$ cat config.mk
export PLATFORM = sky130hd
export DESIGN_NAME = arbiter_fifo2pipeout_flat
export DESIGN_NICKNAME = d
export VERILOG_FILES = /design/src/rtl/arbiter_fifo2pipeout_if.sv /design/src/rtl/arbiter_fifo2pipeout.sv /design/src/flat_wrapper.sv
export SDC_FILE = /design/constraint.sdc
export NUM_CORES = 1
export LEC_CHECK = 0
export BUFFER_PORTS_ARGS = -buffer_cell sky130_fd_sc_hd__buf_2
export CAP_MARGIN = 20
export CORE_MARGIN = 5
export CORE_UTILIZATION = 41
export DETAILED_ROUTE_END_ITERATION = 8
export PLACE_DENSITY_LB_ADDON = 0.3
export SLEW_MARGIN = 20
export SYNTH_ARGS = -nofsm -noshare
export SYNTH_HDL_FRONTEND = slang
export SYNTH_SLANG_ARGS = --single-unit
$ cat constraint.sdc
create_clock -name clk -period 3.3 [get_ports clk]
set_input_delay 0.165 -clock clk [delete_from_list [all_inputs] [get_ports clk]]
set_output_delay 0.165 -clock clk [all_outputs]
set_load 0.01 [all_outputs]
$ cat src/rtl/arbiter_fifo2pipeout_if.sv
// Handshake and data bus between the per-core output FIFOs, the readout arbiter
// and the pipe-out FIFO.
interface arbiter_fifo2pipeout_if #(
  parameter int unsigned NUM_CORES = 8
) ();
  logic                      start;
  logic [NUM_CORES-1:0]      core_select;
  logic [9:0]                num_words;
  logic [1:0]                padding_words;
  logic [32*NUM_CORES-1:0]   core_dout;
  logic [NUM_CORES-1:0]      core_valid;
  logic [NUM_CORES-1:0]      core_rd_en;
  logic [31:0]               dout;
  logic                      dout_valid;
  logic                      dout_ready;
  logic                      idle;
  logic                      done;

  modport master (
    output start, core_select, num_words, padding_words, core_dout, core_valid, dout_ready,
    input  core_rd_en, dout, dout_valid, idle, done
  );

  modport slave (
    input  start, core_select, num_words, padding_words, core_dout, core_valid, dout_ready,
    output core_rd_en, dout, dout_valid, idle, done
  );
endinterface

$ cat src/rtl/arbiter_fifo2pipeout.sv
// Readout arbiter: walks the selected core FIFOs in index order and streams
// num_words per core (data then zero padding) into a single output register.
module arbiter_fifo2pipeout #(
  parameter int unsigned NUM_CORES = 8
) (
  input  logic                  clk,
  input  logic                  rst,
  arbiter_fifo2pipeout_if.slave bus
);
  localparam int unsigned AW = 4;
  localparam int unsigned WW = 10;
  localparam int unsigned DW = 32;

  typedef enum logic [1:0] {IDLE, CHECK_ADDR, TRANSFER, PAD} state_t;

  state_t               state, state_nxt;
  logic [AW-1:0]        addr, addr_nxt;
  logic [WW-1:0]        wcnt, wcnt_nxt;
  logic [NUM_CORES-1:0] sel_q;
  logic [WW-1:0]        nw_q;
  logic [1:0]           pad_q;
  logic [DW-1:0]        dout_q, dout_nxt;
  logic                 dv_q, dv_nxt;
  logic                 idle_q, done_q;
  logic [NUM_CORES-1:0] rd_en;
  logic                 latch;
  logic [WW-1:0]        data_words;
  logic                 can_load, in_range;
  logic [DW-1:0]        head;
  logic                 cur_valid, cur_sel;

  assign data_words = (nw_q > WW'(pad_q)) ? nw_q - WW'(pad_q) : '0;
  assign can_load   = ~dv_q | bus.dout_ready;
  assign in_range   = 32'(addr) < NUM_CORES;

  // Mux of the currently addressed core; out-of-range addresses read as idle.
  always_comb begin
    head      = '0;
    cur_valid = 1'b0;
    cur_sel   = 1'b0;
    for (int unsigned i = 0; i < NUM_CORES; i++) begin
      if (32'(addr) == i) begin
        head      = bus.core_dout[DW*i +: DW];
        cur_valid = bus.core_valid[i];
        cur_sel   = sel_q[i];
      end
    end
  end

  always_ff @(posedge clk or posedge rst) begin
    if (rst) state <= IDLE;
    else     state <= state_nxt;
  end

  always_comb begin
    state_nxt = state;
    addr_nxt  = addr;
    wcnt_nxt  = wcnt;
    dout_nxt  = dout_q;
    dv_nxt    = dv_q;
    rd_en     = '0;
    latch     = 1'b0;
    // An accepted word leaves the register empty unless a new one loads below.
    if (dv_q && bus.dout_ready) dv_nxt = 1'b0;
    case (state)
      IDLE: begin
        if (bus.start) begin
          latch     = 1'b1;
          addr_nxt  = '0;
          wcnt_nxt  = '0;
          state_nxt = CHECK_ADDR;
        end
      end
      CHECK_ADDR: begin
        if (!in_range) begin
          state_nxt = IDLE;
        end else if (cur_sel && nw_q != '0) begin
          wcnt_nxt  = '0;
          state_nxt = TRANSFER;
        end else begin
          addr_nxt = addr + AW'(1);
        end
      end
      TRANSFER: begin
        if (wcnt < data_words) begin
          if (cur_valid && can_load) begin
            rd_en    = NUM_CORES'(1) << addr;
            dout_nxt = head;
            dv_nxt   = 1'b1;
            wcnt_nxt = wcnt + WW'(1);
          end
        end else begin
          state_nxt = PAD;
        end
      end
      PAD: begin
        if (wcnt < nw_q) begin
          if (can_load) begin
            dout_nxt = '0;
            dv_nxt   = 1'b1;
            wcnt_nxt = wcnt + WW'(1);
          end
        end else begin
          addr_nxt  = addr + AW'(1);
          state_nxt = CHECK_ADDR;
        end
      end
      default: state_nxt = IDLE;
    endcase
  end

  always_ff @(posedge clk or posedge rst) begin
    if (rst) begin
      addr   <= '0;
      wcnt   <= '0;
      sel_q  <= '0;
      nw_q   <= '0;
      pad_q  <= '0;
      dout_q <= '0;
      dv_q   <= 1'b0;
      idle_q <= 1'b1;
      done_q <= 1'b0;
    end else begin
      addr   <= addr_nxt;
      wcnt   <= wcnt_nxt;
      dout_q <= dout_nxt;
      dv_q   <= dv_nxt;
      idle_q <= (state_nxt == IDLE);
      done_q <= (state == CHECK_ADDR) && !in_range;
      if (latch) begin
        sel_q <= bus.core_select;
        nw_q  <= bus.num_words;
        pad_q <= bus.padding_words;
      end
    end
  end

  assign bus.core_rd_en = rd_en;
  assign bus.dout       = dout_q;
  assign bus.dout_valid = dv_q;
  assign bus.idle       = idle_q;
  assign bus.done       = done_q;
endmodule

$ cat src/flat_wrapper.sv
// flat-port wrapper written by rule: the top's interface ports become plain ports
module arbiter_fifo2pipeout_flat 
#(
  parameter int unsigned NUM_CORES = 8
)
  (clk, rst, bus_start, bus_core_select, bus_num_words, bus_padding_words, bus_core_dout, bus_core_valid, bus_dout_ready, bus_core_rd_en, bus_dout, bus_dout_valid, bus_idle, bus_done);
  arbiter_fifo2pipeout_if #(.NUM_CORES(NUM_CORES)) bus_i ();
  input  logic clk;
  input  logic rst;
  input wire logic [$bits(bus_i.start)-1:0] bus_start;
  input wire logic [$bits(bus_i.core_select)-1:0] bus_core_select;
  input wire logic [$bits(bus_i.num_words)-1:0] bus_num_words;
  input wire logic [$bits(bus_i.padding_words)-1:0] bus_padding_words;
  input wire logic [$bits(bus_i.core_dout)-1:0] bus_core_dout;
  input wire logic [$bits(bus_i.core_valid)-1:0] bus_core_valid;
  input wire logic [$bits(bus_i.dout_ready)-1:0] bus_dout_ready;
  output wire logic [$bits(bus_i.core_rd_en)-1:0] bus_core_rd_en;
  output wire logic [$bits(bus_i.dout)-1:0] bus_dout;
  output wire logic [$bits(bus_i.dout_valid)-1:0] bus_dout_valid;
  output wire logic [$bits(bus_i.idle)-1:0] bus_idle;
  output wire logic [$bits(bus_i.done)-1:0] bus_done;
  assign bus_i.start = bus_start;
  assign bus_i.core_select = bus_core_select;
  assign bus_i.num_words = bus_num_words;
  assign bus_i.padding_words = bus_padding_words;
  assign bus_i.core_dout = bus_core_dout;
  assign bus_i.core_valid = bus_core_valid;
  assign bus_i.dout_ready = bus_dout_ready;
  assign bus_core_rd_en = bus_i.core_rd_en;
  assign bus_dout = bus_i.dout;
  assign bus_dout_valid = bus_i.dout_valid;
  assign bus_idle = bus_i.idle;
  assign bus_done = bus_i.done;
  arbiter_fifo2pipeout #(.NUM_CORES(NUM_CORES)) u_core (.clk(clk), .rst(rst), .bus(bus_i));
endmodule
=== Yosys cells after proc, flatten, opt, wreduce, memory -nomap -nowiden ===
Index checks and enable logic that the tools add are counted.

* Flip-flop bits (word level): 71
* Bits of input ports: 288
* Output and inout bits: 43
* Logic and storage cells: 113

* $add $sub $neg: 3
* $lt $le $gt $ge: 4
* Equality and inequality tests: 19
* Shift operators: 1
* Mux-type cells: 60
* Bitwise operators: 2
* Reduce and logical (&&, ||, !) cells: 14

{| class="wikitable"
|+ Operators by type and width
! kind !! count
|-
| $mux W32 || 12
|-
| $mux W10 || 8
|-
| $pmux W32 S2 || 1
|-
| $pmux W10 S4 || 1
|-
| $mux W8 || 3
|-
| $mux W1 || 23
|-
| $lt A10 B10 Y1 || 2
|-
| $eq A4 B3 Y1 const B || 4
|-
| $mux W4 || 4
|-
| $ne A2 B1 Y1 const B || 6
|-
| $pmux W4 S3 || 1
|-
| $add A10 B1 Y10 const B || 1
|-
| $gt A10 B2 Y1 || 1
|-
| $mux W2 || 5
|-
| $reduce_and A5 Y1 || 2
|-
| $reduce_bool A10 Y1 || 1
|-
| $sub A10 B2 Y10 || 1
|-
| $eq A4 B2 Y1 const B || 2
|-
| $pmux W2 S4 || 1
|-
| $shl A1 B4 Y8 const A || 1
|-
| $reduce_and A7 Y1 || 1
|-
| $ne A2 B2 Y1 const B || 3
|-
| $add A4 B1 Y4 const B || 1
|-
| $eq A2 B2 Y1 const B || 2
|-
| 12 further kinds || 16
|}

=== Logic depth before layout (Yosys ltp) ===
* Depth after elaboration: 14
* Gate-level depth with buffers: 18
* Depth with buffers taken out: 16

=== Worst setup path after synthesis ===
OpenSTA, ideal clock, no wires.

* Path type: register to register
* Start: register u_core.nw_q[0]
* End: register u_core.wcnt[7]
* Library setup time: 120 ps
* Arrival time: 3,312 ps
* Data required time: 3,180 ps
* Path slack: -132 ps
* Stages on the path, launching flop included: 18
* Buffers on the path: 1
* Clock period less this slack: 3,432 ps
* Cells stage by stage: dfrtp_1 inv_1 ha_1 inv_1 fa_1 nor3_1 nand3_1 xnor2_1 nand2_1 ha_1 nand4_1 a21oi_1 or3b_1 and4_4 a32o_1 buf_6 a32o_1 a31o_1

* Cells in the longest elaborated chain, start to end: 5
* Elaborated cells between the ends (all ways): 11
* Classes of those cells: add/sub: 1; order compare: 3; eq/ne: 3; mux: 1; reduce/logical: 3

{| class="wikitable"
|+ Ends and longest elaborated chain
! item !! RTL line !! source
|-
| from (decl) || arbiter_fifo2pipeout.sv:20 || <nowiki>logic [WW-1:0] nw_q;</nowiki>
|-
| from (signal assigned) || arbiter_fifo2pipeout.sv:132 || <nowiki>nw_q <= bus.num_words;</nowiki>
|-
| $sub A10 B2 Y10 / $gt A10 B2 Y1 (equally long branches) || arbiter_fifo2pipeout.sv:32 || <nowiki>assign data_words = (nw_q > WW'(pad_q)) ? nw_q - WW'(pad_q) : '0;</nowiki>
|-
| $mux W10 || arbiter_fifo2pipeout.sv:32 ||
|-
| $lt A10 B10 Y1 || arbiter_fifo2pipeout.sv:85 || <nowiki>if (wcnt < data_words) begin</nowiki>
|-
| $ne A2 B1 Y1 (no source line) || - ||
|-
| $reduce_and A7 Y1 (no source line) * || - ||
|-
| to (signal assigned) || arbiter_fifo2pipeout.sv:125 || <nowiki>wcnt <= wcnt_nxt;</nowiki>
|-
| to (decl) || arbiter_fifo2pipeout.sv:18 || <nowiki>logic [WW-1:0] wcnt, wcnt_nxt;</nowiki>
|}

Every way passes the cells marked *; elsewhere a longest branch is shown, timed or not.
A chain may end at the register's enable or synchronous reset.

=== Worst setup path in the final report ===
* Start: register u_core.nw_q[0]
* End: output bus_core_rd_en[0]

* Cells in the longest elaborated chain, start to end: 5
* Elaborated cells between the ends (all ways): 6
* Classes of those cells: add/sub: 1; order compare: 2; mux: 3

{| class="wikitable"
|+ Ends and longest elaborated chain
! item !! RTL line !! source
|-
| $sub A10 B2 Y10 / $gt A10 B2 Y1 (equally long branches) || arbiter_fifo2pipeout.sv:32 ||
|-
| $mux W10 * || arbiter_fifo2pipeout.sv:32 ||
|-
| $lt A10 B10 Y1 * || arbiter_fifo2pipeout.sv:85 ||
|-
| $mux W8 * || arbiter_fifo2pipeout.sv:85 ||
|-
| $mux W8 * || arbiter_fifo2pipeout.sv:65 || <nowiki>case (state)</nowiki>
|-
| to (decl) || flat_wrapper.sv:17 || <nowiki>output wire logic [$bits(bus_i.core_rd_en)-1:0] bus_core_rd_en;</nowiki>
|}

Marked as above.

==> qor.yml <==
run_status:
  outcome: "finished, violations left"
  violations: "hold timing, setup timing"
cts:
  clk_pin_slew_ps: 60
  cts_tree: "yes"
  cts-root-buf: "clkbuf_16"
  clockBufferDepth: 2
  postCtsHoldBufs: 0
  clk_latency_ps: 350
  htree_levels: 3
  cts.sinks: 71
  cts_made_buffers: 9
routing:
  wl_per_cell_um: 22.72
  drtIter0Drc: 711
  drcViolationCount: 0
  firstDrtPassIters: 5
  vias: 7184
  routed_wl_um: 26810
  viasPerCell: 6.088
  final_antenna_net_count: 0
sta:
  hold_slack_ps: -29.45
  setup_viol: 50
  tns_ps: -8879
  max_slew_margin_pct: 44.53
  worst_pin_slew_ps: 830.0
  skew_ps: 9.638
  slew_viol_final: 0
  fmax_ghz: 0.2701
  fin_ws_ps: -402.5
  layout_min_cycle_time_ps: 3702
  finalHoldViolations: 34
  grt_setup_unrepaired: "true"
  fin_crit_sh_pct: 112.2
finish:
  fin_area_um2: 8459
  final_nets: 1298
  drive_gt1_share_pct: 45.90
  area_delta_synth_final_pct: 48.33
  fin_util_pct: 61.42
power_and_ir_drop:
  combPwrFrac_pct: 68.5
  leakage_nw: 4.132
  vdd_drop_max_mv: 0.4146
  seqPwrFrac_pct: 18.0
  p_switching_mw: 3.590
  p_sw_share_pct: 44.72
  power_frac_clock_pct: 13.5
  p_int_mw: 4.438
  power_density_nw_per_um2: 949.1
floorplanning:
  start_util_pct: 41.41
  fp-row-count: 43
  dieArea_um2: 16370
  die_height_um: 127.9
  ios: 331
  core_area_um2: 13770
  fp.dieW_um: 127.9
yosys:
  syn-mean-instance-area_um2: 8.787
  synth_xor_area_share_pct: 0.9215
  synth_fa_ha_area_share_pct: 6.275
  synth-compound-area-share_pct: 41.18
  synth_edf_count: 0
  synth_cell_types: 64
  synth_warnings: 0
  ys.flop_type: "dfrtp_1"
  synthArstFlopShare_pct: 100.0
  synth-simple-area-share_pct: 12.33
  muxShareOfSynthArea_pct: 1.975
  seq_area_frac_synth_pct: 31.18
  synth-seq-cells: 71
  synthCells: 649
  syn-cell-area_um2: 5703
  synthesis.nets: 965
  synth_top_family_by_area: "compound AO/OA/AOI/OAI gates"
grt:
  grt_overflow: 0
  grt_pass1_wl_um: 39650
  grt_max_degree: 37
  antenna_found_initial: 13
  grt_pass1_vias: 7105
  track_usage_pct: 31.52
placed_design:
  placed_area_um2: 7700
  dpl_worst_slack_ps: -275.7
  port_buffers: 330
  gp_congestion: 0.9298
  hpwl_um: 20540
worst_setup_path:
  endpoint_kind: "output port"
  startpoint_type: "register"
  crit_fanout: 5
  critical_path_class: "register to output port"
  crit_arrival_ps: 3540
  cp_data_required_time_ps: 3130
flow_run:
  drv_cap: 0
min_path:
  min_path_type: "input port to asynchronous set/reset pin"
## registers in the layout, indices dropped and copies added (netlist names)
signal and count:
u_core.bus.idle 1, u_core.bus.dout 32, u_core.addr 4, u_core.bus.dout_valid 1, u_core.wcnt 10, u_core.bus.done 1
u_core.nw_q 10, u_core.pad_q 2, u_core.sel_q 8, u_core.state 2
## path summary, 6_finish.rpt
check,from,endpoint,slack (ps),cells past startpoint
min in group clk,bus_num_words[4],u_core.nw_q[4]$_DFFE_PP0P_,20,3
setup / recovery,u_core.nw_q[0]$_DFFE_PP0P_,bus_core_rd_en[0],-400,17
hold reg to reg,u_core.bus.dout[18]$_DFFE_PP0P_,u_core.bus.dout[18]$_DFFE_PP0P_,500,1
max in group asynchronous,rst,u_core.sel_q[4]$_DFFE_PP0P_,2670,3
hold / removal,rst,u_core.bus.dout[23]$_DFFE_PP0P_,-30,2
setup reg to reg,u_core.nw_q[0]$_DFFE_PP0P_,u_core.bus.dout[14]$_DFFE_PP0P_,-190,18
## cell type report
cell class	count	area, um^2
Clock buffer	9	225.2
Clock inverter	7	105.1
Tap cell	180	225.2
Multi-Input combinational cell	491	3777
Fill cell	1237	5314
Antenna cell	13	32.53
Timing Repair Buffer	384	2222
Sequential cell	71	1778
Inverter	25	93.84
## placed cells by master (no fill, tap or decap), drive strengths merged, types with 3 or more instances in the layout
cell,count
nand2,41
a32oi,3
a211oi,4
o21ai,63
a22o,32
a32o,3
a221oi,32
clkbuf,9
xnor2,6
nor3b,3
nor3,7
o211ai,35
a221o,65
nor2b,7
dfrtp,70
nand2b,3
nor2,18
and3,11
nor4,3
and2,16
clkinv,3
diode,13
nand3,14
inv,26
nand4,4
a21o,4
a31oi,5
a21oi,48
buf,384
o31ai,3
mux2,10
ha,27
## what timing repair did
action                     4_1_cts  5_1_grt
setup endpoints to repair       50       51
pin swaps                       22       25
gates cloned                     5        0
gates resized for setup         33       29
buffers inserted                13        5
## cells by family after synthesis
| logic type | count (synthesis) |
|---|---|
| simple gates | 133 |
| fa+ha+maj | 28 |
| xor+xnor | 6 |
| buf+inv | 88 |
| mux | 10 |
| flops | 71 |
| compound gates | 313 |
## stage by stage
stage	cells	power, mW
after detailed placement	1138	6.243
after global placement	1138	6.199
after global routing	1178	8.590
after floorplan	649	4.638
after CTS	1170	7.935
final	1180	8.029
## worst max-delay path, stage by stage, from the launching register on
cell     delay [ps]
dfrtp_1         390
inv_2            80
ha_4            120
inv_2            40
fa_2            370
nor3_4          150
nand3_1         120
xnor2_1         160
nand2_1         120
ha_4            270
nand4_1         100
a21oi_2         130
or3b_4          390
nand4_1         120
nor3b_2          80
and3_4          240
and3_1          180
buf_2           130
## Yosys cell counts (2+ instances only)
| cell | number | area, um^2 |
|---|---|---|
| a211oi_1 | 4 | 30.03 |
| nand3_1 | 14 | 70.07 |
| a32oi_1 | 3 | 26.28 |
| a211o_1 | 2 | 17.52 |
| a31oi_1 | 5 | 31.28 |
| nor2_1 | 18 | 67.56 |
| a32o_1 | 3 | 30.03 |
| o211ai_1 | 35 | 262.8 |
| nor3b_1 | 3 | 22.52 |
| nand4_1 | 4 | 25.02 |
| o2bb2ai_1 | 2 | 17.52 |
| nor4_1 | 2 | 12.51 |
| nor3_1 | 7 | 35.03 |
| a21o_1 | 3 | 22.52 |
| dfrtp_1 | 70 | 1752 |
| buf_1 | 3 | 11.26 |
| o31ai_1 | 3 | 22.52 |
| buf_2 | 7 | 35.03 |
| clkbuf_1 | 51 | 191.4 |
| ha_1 | 27 | 337.8 |
| and2_1 | 16 | 100.1 |
| a21oi_1 | 47 | 235.2 |
| nand2_1 | 40 | 150.1 |
| xnor2_1 | 6 | 52.55 |
| nand2b_1 | 3 | 18.77 |
| o311ai_0 | 2 | 17.52 |
| mux2_2 | 9 | 101.4 |
| a221o_1 | 65 | 650.6 |
| a22o_1 | 32 | 280.3 |
| and3_1 | 9 | 56.30 |
| o21ai_0 | 62 | 310.3 |
| nor2b_1 | 6 | 37.54 |
| a221oi_1 | 32 | 280.3 |
| inv_1 | 24 | 90.09 |
## metal layers
| metal | vias up | track usage [%] | routed length (um) |
|---|---|---|---|
| met1 | 3395 | 35.99 | 9652 |
| met2 | 425 | 54.22 | 13890 |
| met5 | - | 0 | 14 |
| met3 | 81 | 6.417 | 1914 |
| met4 | 2 | 18.79 | 1337 |
| li1 | 3281 | - | - |
## power by group through the flow
stage	combinational, mW	sequential [mW]	clock (mW)
6_report	5.50	1.45	1.08
4_1_cts	5.41	1.43	1.09
5_1_grt	5.98	1.48	1.13
3_5_place_dp	4.80	1.45	0
2_1_floorplan	3.23	1.41	0
3_3_place_gp	4.76	1.44	0
Note: power is estimated with default switching activity, not from simulation.
